--- src/rtl/mux_4_pkg.sv ---
// Select encodings for the 4:1 word mux, shared with any caller that
// drives the select.
package mux_4_pkg;

  localparam logic [1:0] SEL_00 = 2'b00;
  localparam logic [1:0] SEL_01 = 2'b01;
  localparam logic [1:0] SEL_10 = 2'b10;
  localparam logic [1:0] SEL_11 = 2'b11;

endpackage

--- src/rtl/mux_4_if.sv ---
// Data/select bundle for mux_4. The master drives the four data words and
// the select; the slave (the mux) returns the combinational and registered words.
interface mux_4_if #(
  parameter int WIDTH = 32
);

  logic [WIDTH-1:0] i_d00;
  logic [WIDTH-1:0] i_d01;
  logic [WIDTH-1:0] i_d10;
  logic [WIDTH-1:0] i_d11;
  logic [1:0]       i_s;
  logic [WIDTH-1:0] o_y;
  logic [WIDTH-1:0] o_y_q;

  modport master (
    output i_d00, i_d01, i_d10, i_d11, i_s,
    input  o_y, o_y_q
  );

  modport slave (
    input  i_d00, i_d01, i_d10, i_d11, i_s,
    output o_y, o_y_q
  );

endinterface

--- src/rtl/mux_4_mux2.sv ---
// WIDTH-bit 2:1 mux. An unknown select yields an all-X word instead of a
// bitwise merge of the two inputs.
module mux_4_mux2 #(
  parameter int WIDTH = 32
) (
  input  logic [WIDTH-1:0] a,
  input  logic [WIDTH-1:0] b,
  input  logic             sel,
  output logic [WIDTH-1:0] y
);

  always_comb begin
    y = 'x;
    case (sel)
      1'b0:    y = a;
      1'b1:    y = b;
      default: y = 'x;
    endcase
  end

endmodule

--- src/rtl/mux_4.sv ---
// 4:1 word mux built as a two-level mux2 tree, with a combinational output
// and a flop-bounded copy that clears asynchronously on reset.
module mux_4
  import mux_4_pkg::*;
#(
  parameter int WIDTH = 32
) (
  input  logic     i_clk,
  input  logic     i_rst,
  mux_4_if.slave   bus
);

  logic [WIDTH-1:0] lo_in [2];
  logic [WIDTH-1:0] hi_in [2];
  logic [WIDTH-1:0] pair  [2];
  logic [WIDTH-1:0] y;

  assign lo_in[0] = bus.i_d00;
  assign hi_in[0] = bus.i_d01;
  assign lo_in[1] = bus.i_d10;
  assign hi_in[1] = bus.i_d11;

  // First level: s[0] picks within {d00,d01} and within {d10,d11}.
  generate
    for (genvar gi = 0; gi < 2; gi++) begin : g_pair
      mux_4_mux2 #(.WIDTH(WIDTH)) u_pair (
        .a   (lo_in[gi]),
        .b   (hi_in[gi]),
        .sel (bus.i_s[0]),
        .y   (pair[gi])
      );
    end
  endgenerate

  mux_4_mux2 #(.WIDTH(WIDTH)) u_top (
    .a   (pair[0]),
    .b   (pair[1]),
    .sel (bus.i_s[1]),
    .y   (y)
  );

  assign bus.o_y = y;

  always_ff @(posedge i_clk or posedge i_rst) begin
    if (i_rst) begin
      bus.o_y_q <= '0;
    end else begin
      bus.o_y_q <= y;
    end
  end

endmodule

--- src/flat_wrapper.sv ---
// flat-port wrapper written by rule: the top's interface ports become plain ports
module mux_4_flat import mux_4_pkg::*;
#(
  parameter int WIDTH = 32
)
  (i_clk, i_rst, bus_i_d00, bus_i_d01, bus_i_d10, bus_i_d11, bus_i_s, bus_o_y, bus_o_y_q);
  mux_4_if #(.WIDTH(WIDTH)) bus_i ();
  input  logic i_clk;
  input  logic i_rst;
  input wire logic [$bits(bus_i.i_d00)-1:0] bus_i_d00;
  input wire logic [$bits(bus_i.i_d01)-1:0] bus_i_d01;
  input wire logic [$bits(bus_i.i_d10)-1:0] bus_i_d10;
  input wire logic [$bits(bus_i.i_d11)-1:0] bus_i_d11;
  input wire logic [$bits(bus_i.i_s)-1:0] bus_i_s;
  output wire logic [$bits(bus_i.o_y)-1:0] bus_o_y;
  output wire logic [$bits(bus_i.o_y_q)-1:0] bus_o_y_q;
  assign bus_i.i_d00 = bus_i_d00;
  assign bus_i.i_d01 = bus_i_d01;
  assign bus_i.i_d10 = bus_i_d10;
  assign bus_i.i_d11 = bus_i_d11;
  assign bus_i.i_s = bus_i_s;
  assign bus_o_y = bus_i.o_y;
  assign bus_o_y_q = bus_i.o_y_q;
  mux_4 #(.WIDTH(WIDTH)) u_core (.i_clk(i_clk), .i_rst(i_rst), .bus(bus_i));
endmodule
--- config.mk ---
export PLATFORM = sky130hd
export DESIGN_NAME = mux_4_flat
export DESIGN_NICKNAME = d
export VERILOG_FILES = /design/src/rtl/mux_4_pkg.sv /design/src/rtl/mux_4_if.sv /design/src/rtl/mux_4_mux2.sv /design/src/rtl/mux_4.sv /design/src/flat_wrapper.sv
export SDC_FILE = /design/constraint.sdc
export NUM_CORES = 1
export LEC_CHECK = 0
export BUFFER_PORTS_ARGS = -buffer_cell sky130_fd_sc_hd__buf_2
export CAP_MARGIN = 30
export CORE_AREA = 3 3 76 78
export CTS_BUF_LIST = sky130_fd_sc_hd__clkbuf_8
export CTS_CLUSTER_DIAMETER = 40
export DETAILED_ROUTE_END_ITERATION = 8
export DIE_AREA = 0 0 79 81
export GPL_TIMING_DRIVEN = 0
export PLACE_DENSITY = 0.76
export SLEW_MARGIN = 20
export SYNTH_ARGS = -nofsm -noshare
export SYNTH_HDL_FRONTEND = slang
export SYNTH_SLANG_ARGS = --single-unit
--- constraint.sdc ---
create_clock -name i_clk -period 2.3 [get_ports i_clk]
set_clock_uncertainty 0.15 [all_clocks]
set_input_delay 0.23 -clock i_clk [delete_from_list [all_inputs] [get_ports i_clk]]
set_output_delay 0.23 -clock i_clk [all_outputs]
set_load 0.01 [all_outputs]
# After elaboration in Yosys (flattened, before gate mapping)
# Cells that the tools add are included.
# op_classes
mux	3
n_bitwise	2
# ops
op	n
one-hot mux 32 bit (2 select lines)	3
NOT 1 bit	2
# word_totals
regBits	32
input_bits	132
out_inout_bits	64
wordCells	6

# Logic depth before layout (Yosys ltp)
# depth
word_depth	3
depth_mapped	3
ltp_nobuf	1

# Cells and area by module
# A second synthesis with hierarchy kept.
# unflattened
hier_cells	141
hier_area_um2	2437.3
# by_module_without_submodules
mod	n_inst	cells_each	area_each_um2	seq_area_each_um2
mux_4_mux2	3	36	544.3	0.0
mux_4	1	33	804.5	800.8

# Worst setup path before layout
# OpenSTA, ideal clock, no wires.
# synth_timing
kind	input to output
from	input port bus_i_s[0]
to	output port bus_o_y[0]
arrival_time_ps	1030
required_ps	1920
slack_ps	890
path_stages	3
n_path_buf	2
cell_sequence	buf_6 > buf_12 > mux4_2
# synth_between
elab_chain_len	3
elab_cells_between_ends	4
cone_classes	mux (3); bitwise (1)
# synth_lines
element	line_no	rtl
start, declared	flat_wrapper.sv:14	input wire logic [$bits(bus_i.i_s)-1:0] bus_i_s;
NOT 1 bit	mux_4_mux2.sv:14	case (sel)
one-hot mux 32 bit (2 select lines)	mux_4_mux2.sv:14	
one-hot mux 32 bit (2 select lines) *	mux_4_mux2.sv:14	
end, declared	flat_wrapper.sv:15	output wire logic [$bits(bus_i.o_y)-1:0] bus_o_y;
# Mark *: on every way between the ends. The rest lies on a longest branch, timed or not.

# Worst setup path after layout
# layout_timing
from	input port bus_i_s[0]
to	output port bus_o_y[9]
# Same word-level chain as after synthesis.

==> impl_metrics.yaml <==
status:
  status: "finished clean"
routing:
  vias: 1612
  dr.pass1.iters: 4
  postRouteAntennaNets: 0
  dr.first_iter.drc_count: 58
  route.detailed.drc: 0
  routed_via_density: 4.686
  totalWireLength_um: 6207
  post_drt_wl_per_cell_um: 18.04
min_path:
  hold_path.class: "in2reg"
timing:
  final_hold_viol_count: 0
  tightest_slew_ns: 0.6677
  fin_crit_sh_pct: 69.14
  maxSlewViolCount: 0
  setup_viol: 0
  fin_tns_setup_ns: 0
  rsz0062_at_grt: "false"
  fmax_ghz: 0.6289
  slew_headroom_pct: 55.42
  period_needed_ns: 1.590
grt:
  grt_max_degree: 33
  grt_pass1_wl_um: 8487
  antenna_found_initial: 0
  grt_usage_pct: 18.06
  overflow: 0
  grt_pass1_vias: 1605
synth:
  ys_seq_area_share_pct: 49.46
  synth_mux_area_share_pct: 44.98
  yosysWarnings: 0
  synth_top_family_by_area: "multiplexers"
  synth_adder_area_share_pct: 0
  netlist_area_um2: 1619
  synthXorXnorAreaFrac_pct: 0
  synth_seq_cells: 32
  yosys.area_share.simple_pct: 0
  avgSynthCellArea_um2: 22.49
  synthCells: 72
  yosysUniqueCellTypes: 7
  synth-compound-area-share_pct: 0
  syn_nets: 204
flow_run:
  drv_cap: 0
layout:
  syn_to_final_growth_pct: 71.95
  seq_area_um2: 800.8
  multi_input_area_um2: 728.2
  top_regs: "u_core.bus.o_y_q (32)"
  fillers: 441
  final_cell_mix: "buf_2, dfrtp_1, mux4_2, clkbuf_8, buf_12"
  utilization_pct: 54.16
  antenna_cells: 0
  final_common_cell: "buf_2"
  drive_gt1_share_pct: 87.23
  largest_reg_flops: 32
  finalNetCount: 406
  max_flop_register: "u_core.bus.o_y_q"
clock_network:
  cts_tree: "done"
  clockRootBuffer: "clkbuf_8"
  holdBufCountCts: 1
  cts_sinks: 32
  htreeDepth: 2
  cts_setup_buffers: 0
  clk_path_buf_depth: 2
  clk_pin_slew_ns: 0.06
  cts_buffers: 5
  cts.repair.resized: 0
placed_design:
  gp_congestion: 0.7647
  portBuffers: 194
floorplanning:
  pin_count: 196
  fp.dieH_um: 81
  core_um2: 5140
  num_rows: 26
  die_w_um: 79
  die_area_um2: 6399
  initial_core_util_pct: 31.50
critical_path:
  endpoint_kind: "output port"
  critPathMaxFanout: 10
  path_class: "in2out"
  critPathRequiredTime_ns: 1.92
  arrival_ns: 1.21
  startpoint_type: "input port"
pwr:
  irDropWorstVdd_mv: 0.2332
  p_leak_nw: 1.453
  power.density_nw_per_um2: 559.9
  power.total_mw: 1.559
layout make-up:
type                       instances  area share (%)
timing repair buffer             195           35.24
sequential                        32           28.76
multi-input combinational         32           26.16
clock buffer                       7           3.461
tap                               70           3.146
buffer                             7           3.101
inverter                           1          0.1348
worst paths after layout:
check / start / endpoint / slack, ns / depth (start not counted)
max: bus_i_s[0] / bus_o_y[9] / 0.71 / 4
min: bus_i_d00[25] / u_core.bus.o_y_q[25] / 0.13 / 2
max in group asynchronous: i_rst / u_core.bus.o_y_q[11] / 1.10 / 3
min in group asynchronous: i_rst / u_core.bus.o_y_q[26] / 0.46 / 3
critical path, cell delays in order:
cell	delay, ns
buf_6	0.12
buf_12	0.15
mux4_2	0.53
buf_2	0.16
cells in the mapped netlist, drive strengths merged:
| master | instances | area [µm²] |
|---|---|---|
| dfrtp | 32 | 800.8 |
| mux4 | 32 | 728.2 |
| buf | 7 | 86.33 |
| inv | 1 | 3.750 |
metrics by stage:
stage	hold slack, ns	std cells	area [µm²]	worst slack, ns
finish	0.1335	344	2784	0.7099
detailed placement	0.2138	336	2678	0.6928
floorplan	0.1962	72	1619	0.8903
global placement	0.4101	336	2678	0.6859
CTS	0.1259	344	2784	0.6928
global route	0.1258	344	2784	0.6708
report_power, final:
| part | switching [mW] | internal, mW | leakage [nW] |
|---|---|---|---|
| Clock | 0.190 | 0.266 | 0.0503 |
| Combinational | 0.214 | 0.256 | 1.03 |
| Sequential | 0.0137 | 0.619 | 0.373 |
cell families after synthesis:
family / Yosys count
DFF: 32
buffers and inverters: 8
muxes: 32
layer usage:
layer / GRT usage, % / wire, µm
met1: 21.84 / 2236
met4: 6.186 / 77
met2: 33.00 / 3383
met3: 2.661 / 510
met5: 0 / 0
Note: power is estimated with default switching activity, not from simulation.
